[config.mk]
export PLATFORM = sky130hd
export DESIGN_NAME = all_set_arbiter
export DESIGN_NICKNAME = d
export VERILOG_FILES = /design/src/rtl/all_set_arbiter.sv
export SDC_FILE = /design/constraint.sdc
export NUM_CORES = 1
export LEC_CHECK = 0
export ABC_AREA = 1
export ABC_CLOCK_PERIOD_IN_PS = 1600
export CORE_MARGIN = 5
export CORE_UTILIZATION = 45
export DETAILED_ROUTE_END_ITERATION = 6
export PLACE_DENSITY = 0.81
export SLEW_MARGIN = 20
export SYNTH_ARGS = -nofsm -noshare
export SYNTH_HDL_FRONTEND = slang
export SYNTH_SLANG_ARGS = --single-unit
[constraint.sdc]
create_clock -name clk -period 1.6 [get_ports clk]
set_clock_uncertainty 0.2 [all_clocks]
set_input_delay 0.16 -clock clk [delete_from_list [all_inputs] [get_ports clk]]
set_output_delay 0.16 -clock clk [all_outputs]
set_load 0.1 [all_outputs]
[src/rtl/all_set_arbiter.sv]
// Two-requester round-robin arbiter that captures one byte per transaction and
// reports whether all bits are set, keeping a saturating all-set count per requester.
module all_set_arbiter #(
  parameter int unsigned CNT_W = 8
) (
  input  logic             clk,
  input  logic             rst,
  input  logic             req0,
  input  logic [7:0]       data0,
  input  logic             req1,
  input  logic [7:0]       data1,
  output logic             gnt0,
  output logic             gnt1,
  output logic             res_valid,
  output logic             res_id,
  output logic             res_all_set,
  output logic [CNT_W-1:0] set_cnt0,
  output logic [CNT_W-1:0] set_cnt1,
  output logic             busy
);

  typedef enum logic [1:0] {
    IDLE  = 2'd0,
    CHECK = 2'd1,
    DONE  = 2'd2
  } state_t;

  state_t           state, state_n;
  logic [7:0]       cap, cap_n;
  logic             win_id, win_id_n;
  logic             last, last_n;
  logic             win;
  logic             gnt0_n, gnt1_n, res_valid_n, res_id_n, res_all_set_n, busy_n;
  logic [CNT_W-1:0] set_cnt0_n, set_cnt1_n;

  // Tie goes to the requester not granted last time; a lone requester always wins.
  always_comb begin
    if (req0 && req1) win = ~last;
    else              win = req1;
  end

  always_comb begin
    state_n       = state;
    cap_n         = cap;
    win_id_n      = win_id;
    last_n        = last;
    gnt0_n        = 1'b0;
    gnt1_n        = 1'b0;
    res_valid_n   = 1'b0;
    res_id_n      = res_id;
    res_all_set_n = res_all_set;
    set_cnt0_n    = set_cnt0;
    set_cnt1_n    = set_cnt1;
    unique case (state)
      IDLE: begin
        if (req0 || req1) begin
          cap_n    = win ? data1 : data0;
          win_id_n = win;
          last_n   = win;
          gnt0_n   = ~win;
          gnt1_n   = win;
          state_n  = CHECK;
        end
      end
      CHECK: begin
        res_valid_n   = 1'b1;
        res_id_n      = win_id;
        res_all_set_n = &cap;
        state_n       = DONE;
      end
      DONE: begin
        if (res_all_set) begin
          if (!res_id && set_cnt0 != '1) set_cnt0_n = set_cnt0 + 1'b1;
          if (res_id && set_cnt1 != '1)  set_cnt1_n = set_cnt1 + 1'b1;
        end
        state_n = IDLE;
      end
      default: state_n = IDLE;
    endcase
    busy_n = (state_n != IDLE);
  end

  always_ff @(posedge clk) begin
    if (rst) begin
      state       <= IDLE;
      cap         <= '0;
      win_id      <= 1'b0;
      last        <= 1'b1;
      gnt0        <= 1'b0;
      gnt1        <= 1'b0;
      res_valid   <= 1'b0;
      res_id      <= 1'b0;
      res_all_set <= 1'b0;
      set_cnt0    <= '0;
      set_cnt1    <= '0;
      busy        <= 1'b0;
    end else begin
      state       <= state_n;
      cap         <= cap_n;
      win_id      <= win_id_n;
      last        <= last_n;
      gnt0        <= gnt0_n;
      gnt1        <= gnt1_n;
      res_valid   <= res_valid_n;
      res_id      <= res_id_n;
      res_all_set <= res_all_set_n;
      set_cnt0    <= set_cnt0_n;
      set_cnt1    <= set_cnt1_n;
      busy        <= busy_n;
    end
  end

endmodule

* Word level (Yosys, flattened, before mapping) *
Cells that the tools add are included.

operators by class
  muxes and demuxes = 5
  bitwise operators = 4
  reduce and logical (&&, ||, !) cells = 12
  $add $sub $neg = 2
  equal/unequal tests = 4

operators with widths
  operator                                                                count
  8-bit by 1-bit adder with 8-bit output (second input constant)          2
  8-bit inequality test (second input constant)                           2
  8-bit 2-to-1 mux                                                        1
  8-bit AND reduction                                                     1
  3-bit AND reduction                                                     2
  1-bit NOT                                                               4
  2-bit case mux with 2 select lines                                      1
  1-bit logical AND                                                       3
  3-bit OR reduction                                                      1
  2-bit by 1-bit equality test with 1-bit output (second input constant)  1
  2-bit equality test (second input constant)                             1
  2-bit zero test                                                         1
  1-bit 2-to-1 mux                                                        2
  2-bit 2-to-1 mux                                                        1
  2-bit AND reduction                                                     1
  2-bit nonzero test                                                      1
  1-bit zero test                                                         1
  1-bit logical OR                                                        1

word-level totals
  word-level logic and storage cells = 39
  output and inout bits = 22
  register bits after elaboration = 34

* Logic depth before layout (Yosys ltp) *
  depth in word-level cells = 4
  gate-level depth with buffers = 8
  gate-level depth less buffers = 8

* Least setup slack after synthesis *
No wires, ideal clock.

  kind = register to register
  start point = register set_cnt1[1]
  end point = register set_cnt1[2]
  path slack = -0.620 ns
  setup time = 0.114 ns
  arrival = 1.906 ns
  cell stages (with the launch flop) = 9
  cells stage by stage = dfxtp_1 -> ha_1 -> nand2_1 -> nor2_2 -> nand2_1 -> nand3_2 -> nand2_1 -> nand2_1 -> nor2_1

on the way
  word-level cells in the longest chain between the ends = 3
  elaborated cells on any way between the ends = 4

RTL lines
  element                                                                         RTL line  source
  start: declaration                                                              18        output logic [CNT_W-1:0] set_cnt1,
  start signal: assignment                                                        108       set_cnt1 <= set_cnt1_n;
  branches (longest 3 deep; another with 8-bit by 1-bit adder with 8-bit output)  --

Several ways; the timed one is not identified.
A chain may end at the register's enable or synchronous reset.

* Worst setup path after layout *
  start point = register set_cnt1[1]
  end point = register set_cnt1[0]

on the way
  word-level cells in the longest chain between the ends = 3

RTL lines
  element                        RTL line  source
  8-bit inequality test          74        if (res_id && set_cnt1 != '1) set_cnt1_n = set_cnt1 + 1'b1;
  1-bit logical AND              74
  3-bit AND reduction (no line)  --

No other way between the ends.

==> impl_metrics.tcl <==
set metrics [dict create \
    status "completed" \
    numCtsBuffers 5 \
    power_frac_comb_pct 20.2 \
    first_pass_iters 4 \
    reg2reg_to "set_cnt1[0]" \
    pwr-share-seq_pct 49.6 \
    synthCells 228 \
    worstPathArrival_ns 1.55 \
    met2_length_mm 1.80 \
    synth_cell_types 27 \
    crit_path_start "set_cnt1[1]" \
    core_sq_um 3360 \
    overflow 0 \
    grt_max_degree 23 \
    n_antenna_cell 0 \
    swShare_pct 29.2 \
    clkTransAtPathRegs_ns 0.09 \
    root_buffer "clkbuf_4" \
    htree_levels 2 \
    final-hold-violation-count 0 \
    final_cell_mix "nand2_1, nor2_1, buf_12" \
    setup_violations 0 \
    slew_viol_final 0 \
    postCtsHoldBufs 0 \
    wl_per_cell_microns 11.3 \
    first_global_vias 1527 \
    detailroute.via_count 1602 \
    grt_antenna_before_repair 0 \
    r2r_setup_slack_ns 0.09 \
    intPower_mw 1.25 \
    period_needed_ns 1.51 \
    grt_setup_unrepaired "true" \
    io_pins 42 \
    syn_area_sq_um 1590 \
    finalWirelength_mm 3.64 \
    timing.rr.start "set_cnt1[1]" \
    grt_first_pass_wirelength_mm 6.22 \
    final_cell_area_sq_um 2470 \
    p_switching_mw 0.518 \
    wl_met1_mm 1.48 \
    hp-class "in2reg" \
    dieArea_sq_um 4810 \
    layout-drive-gt1-share_pct 26.7 \
    start_util_pct 47.2 \
    placed_area_sq_um 2390 \
    cp_max_fo 8 \
    crit_type "reg2reg" \
    port_buffers 41 \
    clkLatencyLatePin_ns 0.34 \
    antenna_left 0 \
    drv_cap 0 \
    setup.worst_path.start_class "flop" \
    end_kind "flop" \
    cts_tree "done" \
    cts_resized 0 \
    crit_required_ns 1.63 \
    top_layer "met4" \
    syn_area_per_cell_sq_um 6.96 \
    dp_hpwl_mm 2.79 \
    tightest_slew_ns 0.272 \
    synth-seq-cells 33 \
    ir_drop_mv 0.637 \
    drc 0 \
    area_growth_syn_to_layout_pct 55.6 \
    p_leak_nw 1.00 \
    drt_iter0_markers 116 \
    fmax_mhz 661 \
    track_usage_pct 16.0 \
    layout_commonest_cell "nand2_1" \
    gp_congestion 0.781 \
    p_per_area_nw_per_um2 718 \
    syn_nets 250 \
    ys_seq_area_share_pct 41.6 \
    crit_end "set_cnt1[0]" \
    clock_sinks 33 \
    route.met3.wl_microns 280 \
    ff2ff_path_depth 7 \
    pwr-share-clk_pct 30.2 \
    period_share_pct 94.6 \
    via_per_inst 4.96 \
    power_mw 1.77 \
    die_w_microns 69.4 \
    yosys_warnings 0 \
    cts_buffer_depth 2 \
    die_y_microns 69.4 \
    relSlewSlack_pct 81.8 \
    row_count 21 \
    layout.nets 298 \
    cts_setup_buffers 0 \
]
final cells by class:
cell class	instances	area [sq um]
clock buffer	7	65.1
clock inverter	1	5.00
timing repair buffer	46	693
inverter	24	90.1
fill	285	895
multi-input combinational	166	841
sequential	33	717
tap	46	57.6
power by group through the flow:
| stage | Sequential, mW | Combinational, mW | Clock (mW) |
|---|---|---|---|
| floorplan | 0.975 | 0.121 | 0 |
| global placement | 0.897 | 0.351 | 0 |
| detailed placement | 0.899 | 0.358 | 0 |
| CTS | 0.881 | 0.360 | 0.554 |
| global route | 0.886 | 0.387 | 0.583 |
| finish | 0.880 | 0.357 | 0.535 |
kinds of logic after synthesis:
family                     count (synthesis)  share of synthesized area [%]
adders and majority gates                  2                           1.58
buffers and inverters                     29                           7.65
DFF                                       33                           41.6
xor gates and xnor gates                   2                           1.10
and+or+nand+nor                          127                           36.8
AOI/OAI and AO/OA                         35                           11.2
sequential cells by signal, summed over array words and instances (netlist names):
register / count
res_id: 1
busy: 1
res_valid: 1
set_cnt1: 8
win_id: 1
set_cnt0: 8
gnt0: 1
state: 1
res_all_set: 1
cap: 8
gnt1: 1
last: 1
synth_stat cells:
cell | instances | area share [%]
nor3_1 | 2 | 0.63
inv_2 | 2 | 0.47
o211ai_1 | 1 | 0.47
buf_2 | 1 | 0.32
dfxtp_1 | 33 | 42
nand4_1 | 7 | 2.8
clkbuf_1 | 1 | 0.24
buf_6 | 1 | 0.71
o21ai_1 | 3 | 0.95
ha_1 | 2 | 1.6
nor3_4 | 1 | 1.0
nand2_4 | 1 | 0.71
nand3_1 | 11 | 3.5
a21oi_1 | 21 | 6.6
nor2_1 | 36 | 8.5
inv_1 | 22 | 5.2
nand3_2 | 2 | 1.3
buf_4 | 1 | 0.47
nor2_2 | 4 | 1.6
nand2_2 | 4 | 1.6
o21ai_0 | 10 | 3.2
or2_2 | 1 | 0.39
nand3b_1 | 1 | 0.47
nor2_4 | 2 | 1.4
nand2_1 | 55 | 13
buf_1 | 1 | 0.24
xor2_1 | 2 | 1.1
critical path, stage by stage (launching register included):
cell     delay (ns)
dfxtp_4        0.38
ha_4           0.16
nand2_1        0.11
nor2_2         0.07
nand2_1        0.12
nand3_4        0.12
o21ai_0        0.18
nor2_1         0.06
stage by stage:
| stage | util, % | setup TNS, ns | cells | setup slack, ns | hold WS (ns) |
|---|---|---|---|---|---|
| after global routing | 73.4 | -0.0185 | 323 | -0.0114 | 0.223 |
| after CTS | 73.1 | 0 | 323 | 0.0289 | 0.209 |
| final | 73.4 | 0 | 323 | 0.0867 | 0.233 |
| after floorplan | - | 0 | 228 | 0.000880 | 0.0393 |
| after detailed placement | 71.0 | 0 | 315 | 0.0107 | 0.266 |
| after global placement | 71.0 | 0 | 315 | 0.0650 | 0.251 |
worst min-delay path by stage:
stage | startpoint | slack [ns] | cells after the start | to
detailed placement | win_id | 0.27 | 2 | win_id
CTS | data0[4] | 0.21 | 3 | cap[4]
finish | data0[3] | 0.23 | 3 | cap[3]
global placement | win_id | 0.25 | 2 | win_id
global route | data0[7] | 0.22 | 3 | cap[7]
floorplan | rst | 0.04 | 1 | gnt0
metal layers:
metal / global-route usage (%) / up-vias
met5: 0 / -
met4: 10.4 / 0
met3: 4.93 / 6
met2: 29.0 / 43
met1: 15.5 / 716
li1: - / 837
(Power assumes the default switching activity.)
